## src/rtl/dco_matrix_ctrl_pkg.sv

```systemverilog
// Shared types and helpers for the DCO row/column matrix driver.
// State encoding, code-width arithmetic and clamp/saturate helpers.
package dco_matrix_ctrl_pkg;

  typedef enum logic [1:0] {
    ST_OFF  = 2'd0,
    ST_WAKE = 2'd1,
    ST_RUN  = 2'd2,
    ST_PARK = 2'd3
  } dco_state_e;

  function automatic int code_w_f(
    input int rows,
    input int cols
  );
    return $clog2(rows * cols);
  endfunction

  function automatic int code_max_f(
    input int rows,
    input int cols
  );
    return rows * cols - 1;
  endfunction

  // Symmetric clamp to [-lim, +lim].
  function automatic int clamp_f(
    input int v,
    input int lim
  );
    if (v > lim) begin
      return lim;
    end
    if (v < -lim) begin
      return -lim;
    end
    return v;
  endfunction

  function automatic int sat_f(
    input int v,
    input int hi
  );
    return (v > hi) ? hi : v;
  endfunction

endpackage

```

## src/rtl/dco_matrix_ctrl_therm_decode.sv

```systemverilog
// Combinational code -> active-low row/column thermometer selects.
// Ports: code (integer code), row_sel_b / col_sel_b (active-low).
module dco_therm_decode
  import dco_matrix_ctrl_pkg::*;
#(
  parameter int ROWS   = 17,
  parameter int COLS   = 15,
  parameter int CODE_W = 8
) (
  input  logic [CODE_W-1:0] code,
  output logic [ROWS-2:0]   row_sel_b,
  output logic [COLS-2:0]   col_sel_b
);

  int row_cnt;
  int col_cnt;

  // code = COLS*row_cnt + col_cnt, matching the dco decode.
  always_comb begin
    row_cnt = int'(code) / COLS;
    col_cnt = int'(code) % COLS;
    row_sel_b = '1;
    col_sel_b = '1;
    for (int i = 0; i < ROWS - 1; i++) begin
      row_sel_b[i] = !(i < row_cnt);
    end
    for (int j = 0; j < COLS - 1; j++) begin
      col_sel_b[j] = !(j < col_cnt);
    end
  end

endmodule

```

## src/rtl/dco_matrix_ctrl.sv

```systemverilog
// DCO matrix driver: slew-limited, dithered code into row/col selects.
// Ports: clock/reset, enable, dither_en, code valid/ready/in, selects, status.
module dco_matrix_ctrl
  import dco_matrix_ctrl_pkg::*;
#(
  parameter int NUM_DCO_MATRIX_ROWS    = 17,
  parameter int NUM_DCO_MATRIX_COLUMNS = 15,
  parameter int FRAC_W                 = 4,
  parameter int MAX_STEP               = 8,
  parameter int WAKE_CYCLES            = 16,
  localparam int CODE_W =
    code_w_f(NUM_DCO_MATRIX_ROWS, NUM_DCO_MATRIX_COLUMNS)
) (
  input  logic                         clock,
  input  logic                         reset,
  input  logic                         enable,
  input  logic                         dither_en,
  input  logic                         code_valid,
  output logic                         code_ready,
  input  logic [CODE_W+FRAC_W-1:0]     code_in,
  output logic [NUM_DCO_MATRIX_ROWS-2:0]    row_sel_b,
  output logic [NUM_DCO_MATRIX_COLUMNS-2:0] col_sel_b,
  output logic                         sleep_b,
  output logic                         dither,
  output logic [CODE_W-1:0]            code_applied,
  output logic                         saturated,
  output logic                         running
);

  localparam int ROWS     = NUM_DCO_MATRIX_ROWS;
  localparam int COLS     = NUM_DCO_MATRIX_COLUMNS;
  localparam int CODE_MAX = code_max_f(ROWS, COLS);
  localparam int WC_W     = $clog2(WAKE_CYCLES + 1);

  localparam logic [WC_W-1:0] WAKE_LAST =
    WC_W'(WAKE_CYCLES - 1);
  localparam logic [CODE_W-1:0] CODE_MAX_V =
    CODE_W'(CODE_MAX);

  dco_state_e state_q, state_d;

  logic [WC_W-1:0]   wake_q, wake_d;
  logic [CODE_W-1:0] tgt_q, tgt_d, tgt_eff;
  logic [FRAC_W-1:0] frac_q, frac_d;
  logic              sat_q, sat_d;
  logic [CODE_W-1:0] cur_q, cur_d;
  logic [FRAC_W-1:0] acc_q, acc_d;
  logic              carry;
  logic [CODE_W-1:0] app_q, app_d;
  logic              dith_q;
  logic [CODE_W-1:0] in_int;
  logic              active;
  logic              park_req;
  int                step;

  assign in_int = code_in[CODE_W+FRAC_W-1:FRAC_W];

  // active: normal running; park_req: drive the code to zero.
  assign active   = (state_q == ST_RUN) && enable;
  assign park_req = ((state_q == ST_RUN) && !enable)
                 || (state_q == ST_PARK);

  always_comb begin
    state_d = state_q;
    wake_d  = wake_q;
    unique case (state_q)
      ST_OFF: begin
        wake_d = '0;
        if (enable) begin
          state_d = ST_WAKE;
        end
      end
      ST_WAKE: begin
        if (!enable) begin
          state_d = ST_OFF;
        end else if (wake_q == WAKE_LAST) begin
          state_d = ST_RUN;
        end else begin
          wake_d = wake_q + WC_W'(1);
        end
      end
      ST_RUN: begin
        if (!enable) begin
          state_d = ST_PARK;
        end
      end
      ST_PARK: begin
        // Always finish the park; re-wake goes through OFF.
        if (cur_q == '0) begin
          state_d = ST_OFF;
        end
      end
      default: state_d = ST_OFF;
    endcase
  end

  always_comb begin
    tgt_d   = tgt_q;
    frac_d  = frac_q;
    sat_d   = sat_q;
    acc_d   = acc_q;
    carry   = 1'b0;
    tgt_eff = park_req ? '0 : tgt_q;

    // Parking overrides any code accepted in the same cycle.
    if (park_req) begin
      tgt_d  = '0;
      frac_d = '0;
      sat_d  = 1'b0;
    end else if (active && code_valid) begin
      if (int'(in_int) > CODE_MAX) begin
        tgt_d = CODE_MAX_V;
        sat_d = 1'b1;
      end else begin
        tgt_d = in_int;
        sat_d = 1'b0;
      end
      frac_d = code_in[FRAC_W-1:0];
    end

    // First-order delta-sigma; accumulator holds when idle.
    if (active && dither_en) begin
      {carry, acc_d} = {1'b0, acc_q} + {1'b0, frac_q};
    end

    step  = clamp_f(int'(tgt_eff) - int'(cur_q), MAX_STEP);
    cur_d = CODE_W'(int'(cur_q) + step);
    app_d = CODE_W'(sat_f(int'(cur_d) + int'(carry), CODE_MAX));
  end

  always_ff @(posedge clock) begin
    if (reset) begin
      state_q <= ST_OFF;
      wake_q  <= '0;
      tgt_q   <= '0;
      frac_q  <= '0;
      sat_q   <= 1'b0;
      cur_q   <= '0;
      acc_q   <= '0;
      app_q   <= '0;
      dith_q  <= 1'b0;
    end else begin
      state_q <= state_d;
      wake_q  <= wake_d;
      tgt_q   <= tgt_d;
      frac_q  <= frac_d;
      sat_q   <= sat_d;
      cur_q   <= cur_d;
      acc_q   <= acc_d;
      app_q   <= app_d;
      dith_q  <= carry;
    end
  end

  dco_therm_decode #(
    .ROWS   (ROWS),
    .COLS   (COLS),
    .CODE_W (CODE_W)
  ) u_decode (
    .code      (app_q),
    .row_sel_b (row_sel_b),
    .col_sel_b (col_sel_b)
  );

  assign code_ready   = (state_q == ST_RUN);
  assign running      = (state_q == ST_RUN);
  assign sleep_b      = (state_q != ST_OFF);
  assign dither       = dith_q;
  assign code_applied = app_q;
  assign saturated    = sat_q;

endmodule
```

## config.mk

```make
export PLATFORM = sky130hd
export DESIGN_NAME = dco_matrix_ctrl
export DESIGN_NICKNAME = d
export VERILOG_FILES = /design/src/rtl/dco_matrix_ctrl_pkg.sv /design/src/rtl/dco_matrix_ctrl_therm_decode.sv /design/src/rtl/dco_matrix_ctrl.sv
export SDC_FILE = /design/constraint.sdc
export NUM_CORES = 1
export LEC_CHECK = 0
export BUFFER_PORTS_ARGS = -buffer_cell sky130_fd_sc_hd__clkbuf_2
export CAP_MARGIN = 5
export CORE_MARGIN = 4
export CORE_UTILIZATION = 29
export CTS_CLUSTER_DIAMETER = 40
export CTS_CLUSTER_SIZE = 14
export DETAILED_ROUTE_END_ITERATION = 7
export SKIP_LAST_GASP = 1
export SLEW_MARGIN = 20
export SYNTH_ARGS = -nofsm -noshare
export SYNTH_HDL_FRONTEND = slang
export SYNTH_SLANG_ARGS = --single-unit
```

## constraint.sdc

```tcl
create_clock -name clock -period 7.85 [get_ports clock]
set_input_delay 0.785 -clock clock [delete_from_list [all_inputs] [get_ports clock]]
set_output_delay 0.785 -clock clock [all_outputs]
set_load 0.05 [all_outputs]
```

# Yosys cells after proc, flatten, opt, wreduce, memory -nomap -nowiden
# Cells that the tools add are included.
# word_totals
register_bits	41
in_bits	17
out_inout_bits	43
wordCells	126
# classes
add_sub_neg	5
n_div	2
order_cmp	34
eq_ne	10
muxes	21
reduce_logical	44
# ops
operator	count
5-bit by 32-bit < comparator with 1-bit output, first input constant	14
4-bit by 32-bit < comparator with 1-bit output, first input constant	8
3-bit by 32-bit < comparator with 1-bit output, first input constant	4
1-bit by 32-bit < comparator with 1-bit output, first input constant	2
2-bit by 32-bit < comparator with 1-bit output, first input constant	2
8-bit 2-to-1 mux	6
9-bit by 5-bit divider with 32-bit output, second input constant	1
9-bit by 5-bit modulo with 32-bit output, second input constant	1
1-bit logical NOT	31
2-bit 2-to-1 mux	5
5-bit 2-to-1 mux	2
5-bit case mux with 2 select lines	1
8-bit by 1-bit adder with 9-bit output	1
9-bit by 5-bit > comparator with 1-bit output, second input constant	1
9-bit by 8-bit > comparator with 1-bit output, second input constant	1
9-bit by 4-bit < comparator with 1-bit output, second input constant	1
8-bit by 8-bit subtractor with 9-bit output	1
8-bit adder	1
8-bit > comparator, second input constant	1
8-bit logical NOT	1
2-bit != test, second input constant	4
2-bit case mux with 4 select lines	1
4-bit by 4-bit adder with 5-bit output	1
5-bit by 1-bit adder with 5-bit output, second input constant	1
14 further kinds	24

# Depth between registers and ports, before layout
# depth
ltp_word	14
mapped_depth	27
mapped_depth_nobuf	27

# Cells and area by module
# Synthesis repeated with hierarchy kept, for this count alone.
# unflattened
hier_cells	524
hier_area_um2	4113.9
# by_module_without_submodules
module	n_inst	cells_each	area_each_um2	seq_area_each_um2
dco_matrix_ctrl	1	323	2740.1	820.8
dco_therm_decode	1	201	1373.8	0.0

# Worst setup path before layout
# No wires, ideal clock.
# synth_timing
path_type	register to output
startpoint	reg app_q[5] (netlist: code_applied[5])
endpoint	out col_sel_b[5]
t_arrival_ns	5.290
required_ns	7.065
slack_ns	1.775
stages_incl_launch_ff	21
path_buffers	2
cell_sequence	dfxtp_1 -> buf_4 -> nand3_1 -> inv_2 -> ha_1 -> nand3_2 -> a21o_1 -> a21o_1 -> nor2_1 -> ha_1 -> o2bb2ai_1 -> a21o_1 -> buf_2 -> xor2_2 -> ha_1 -> nand4b_1 -> o22a_1 -> nand3_2 -> mux2_2 -> nor2b_1 -> o21ai_0
# synth_between
elab_chain_len	3
# synth_lines
item	line	text
start: declaration	dco_matrix_ctrl.sv:49	logic [CODE_W-1:0] app_q, app_d;
start signal: assignment	dco_matrix_ctrl.sv:150	app_q <= app_d;
9-bit by 5-bit modulo with 32-bit output	dco_matrix_ctrl_therm_decode.sv:21	col_cnt = int'(code) % COLS;
4-bit by 32-bit < comparator with 1-bit output	dco_matrix_ctrl_therm_decode.sv:28	col_sel_b[j] = !(j < col_cnt);
1-bit logical NOT	dco_matrix_ctrl_therm_decode.sv:28	
end: declaration	dco_matrix_ctrl.sv:22	output logic [NUM_DCO_MATRIX_COLUMNS-2:0] col_sel_b,
# Every way passes these cells.

# Final worst setup path
# layout_timing
startpoint	reg app_q[6] (netlist: code_applied[6])
endpoint	out col_sel_b[5]
# Same word-level chain as after synthesis.

==> reports/results.ini <==
[power_and_ir_drop]
report.power.total_mw=1.57
power_density_nw_per_um2=378
vdd_drop_max_mv=0.213
p_leak_nw=1.75

[clocking]
clock_sinks=41
cts_resized=0
cts_buffers=5
cts_root_buffer=clkbuf_16
cts_tree=done
cts.clk_slew.worst_paths_ns=0.07
cts.htree.levels=2
clockBufferDepth=2
cts_hold_buf=0
cts_setup_buffers=0
clk-insertion-delay-late_ns=0.29

[synth]
syn_inst=472
syn_nets=518
yosys-top-cells-count=61 x a21oi_1, 42 x nand2_1, 41 x dfxtp_1
synth-main-ff-cell=dfxtp_1
syn_area_per_cell_um2=7.67
ys_ff_latch=41
yosysUniqueCellTypes=70
seq_area_frac_synth=0.227
async_flop_share=0
netlist.area_leader.share=0.227
synth_area_leaders=dfxtp_1 23%, ha_1 9.0%, a21oi_1 8.4%
synth-edff-count=0
yosysTopAreaCell=dfxtp_1
yosysWarnings=0
synthMostInstantiatedCell=a21oi_1
syn_area_um2=3620

[setup_path]
end_kind=primary output
crit_path_start_kind=flop
crit_type=flop to primary output
worstPathMaxFanout=14
cp_data_arrival_time_ns=5.35
cp_data_required_time_ns=7.07

[floorplanning]
pin_count=60
chipHeight_um=120
die_w_um=120
dieArea_um2=14300
rows=40
core_area_um2=12100
initial_utilization=0.299

[final_layout]
syn2layout_area_growth_pct=14.6
drive_above_1_share=0.172
finish.utilization=0.343
n_antenna_cell=0
finalNetCount=563

[job]
maxCapViolCount=0

[detailed_routing]
avgRoutedWirePerCell_um=11.8
num_vias=3416
via_per_inst=4.98
drc=0
ant_nets=0
drtIter0Drc=228
wl_mm=8.10
first_pass_iters=5

[grt]
track_usage=0.113
grt_pass1_vias=3220
grt_start_max_net_pins=30
grt_first_pass_wirelength_mm=14.2
antenna_found_initial=0
overflow=0

[sta]
slew_headroom=0.567
final.setup.tns_ns=0
tightest_slew_ns=0.648
rsz0062_at_grt=no
setup_viol=0
hold_violations=0
post-route-period-util=0.781
max_freq_mhz=163
drv_slew=0
period_needed_ns=6.13
fin_skew_ns=0.0106
holdWs_ns=0.451

[run_status]
status=completed

[hold_path]
hold_path.class=flop to flop

[placement]
dp_hpwl_mm=6.46
place_congestion=0.815
portBuffers=59

## path summary, 6_finish.rpt
| check | start | slack, ns | end | depth (start not counted) |
|---|---|---|---|---|
| setup / recovery | code_applied[6]$_SDFF_PP0_ | 1.72 | col_sel_b[5] | 19 |
| hold / removal | wake_q[4]$_SDFFE_PP0P_ | 0.45 | wake_q[4]$_SDFFE_PP0P_ | 2 |
| setup reg to reg | flop | 2.17 | code_applied[0]$_SDFF_PP0_ | 24 |
| hold reg to reg | wake_q[4]$_SDFFE_PP0P_ | 0.45 | wake_q[4]$_SDFFE_PP0P_ | 2 |
## power breakdown
part           total, mW  switching [mW]  internal [mW]
clock network      0.204          0.0846          0.119
logic               1.08           0.763          0.321
registers          0.280          0.0481          0.232
total               1.57           0.896          0.672
## final cells by class
type | count | area [µm²]
Multi-Input combinational cell | 381 | 2570
Timing Repair Buffer | 59 | 295
Sequential cell | 41 | 821
Tap cell | 168 | 210
Fill cell | 1314 | 7960
Clock buffer | 5 | 125
Inverter | 29 | 109
Clock inverter | 3 | 25.0
## critical path, cell delays in order, from the launching register on
cell	delay (ns)
dfxtp_1	0.59
nand3_1	0.18
inv_2	0.12
ha_1	0.27
nand3_2	0.10
a21o_1	0.23
a21o_1	0.19
nor2_1	0.25
ha_1	0.34
o2bb2ai_1	0.19
a21o_1	0.40
xor2_2	0.24
ha_1	0.29
nand4b_1	0.17
o22a_1	0.28
nand3_2	0.21
mux2_2	0.40
nor2b_1	0.14
o21ai_0	0.17
clkbuf_2	0.30
## layer usage
layer  vias up  GRT usage  routed length [µm]
met5         -          0                   0
met2        86      0.199                3880
met4         0     0.0229                  31
li1       1768          -                   -
met1      1555      0.143                3770
met3         7     0.0231                 419
## stage by stage
stage                     area [µm²]  instances  worst slack, ns
after floorplan                 3620        472             1.78
after global placement          4000        678             1.98
after detailed placement        4000        678             1.77
after CTS                       4150        686             1.70
after global routing            4150        686             1.22
final                           4150        686             1.72
## layout by cell type, fill, tap and decap left out, types with 4 or more instances in the layout
master	synthesis	routed
o21ai_0	15	15
o21ai_1	7	7
xor2_1	9	9
a21o_1	13	13
o21bai_1	8	8
dfxtp_1	41	41
nand2b_1	7	7
a31oi_1	6	6
nor3_1	11	11
nor2b_1	18	18
nor3b_1	4	4
nor2_1	33	33
a21oi_1	61	61
clkbuf_16	0	5
nand3_1	15	15
and3_1	5	5
inv_1	27	27
or3_1	4	4
a211oi_1	5	5
nand2_1	42	42
ha_1	26	26
mux2i_1	4	4
clkbuf_2	0	59
xnor2_1	14	14
and2_1	11	11
## state kept, by name (all words and copies together) (netlist names), named ones only
register	count
acc_q	4
code_applied	8
dither	1
wake_q	5
cur_q	8
saturated	1
frac_q	4
state_q	1
tgt_q	8
## cells by family after synthesis
| family | Yosys count | share of synthesized area |
|---|---|---|
| fa+ha+maj | 31 | 0.113 |
| compound gates | 141 | 0.239 |
| xor+xnor | 27 | 0.0798 |
| simple gates | 175 | 0.255 |
| flops | 41 | 0.227 |
| buf+inv | 50 | 0.0646 |
| mux | 7 | 0.0214 |
No activity file was read; power rests on OpenSTA's default activity.
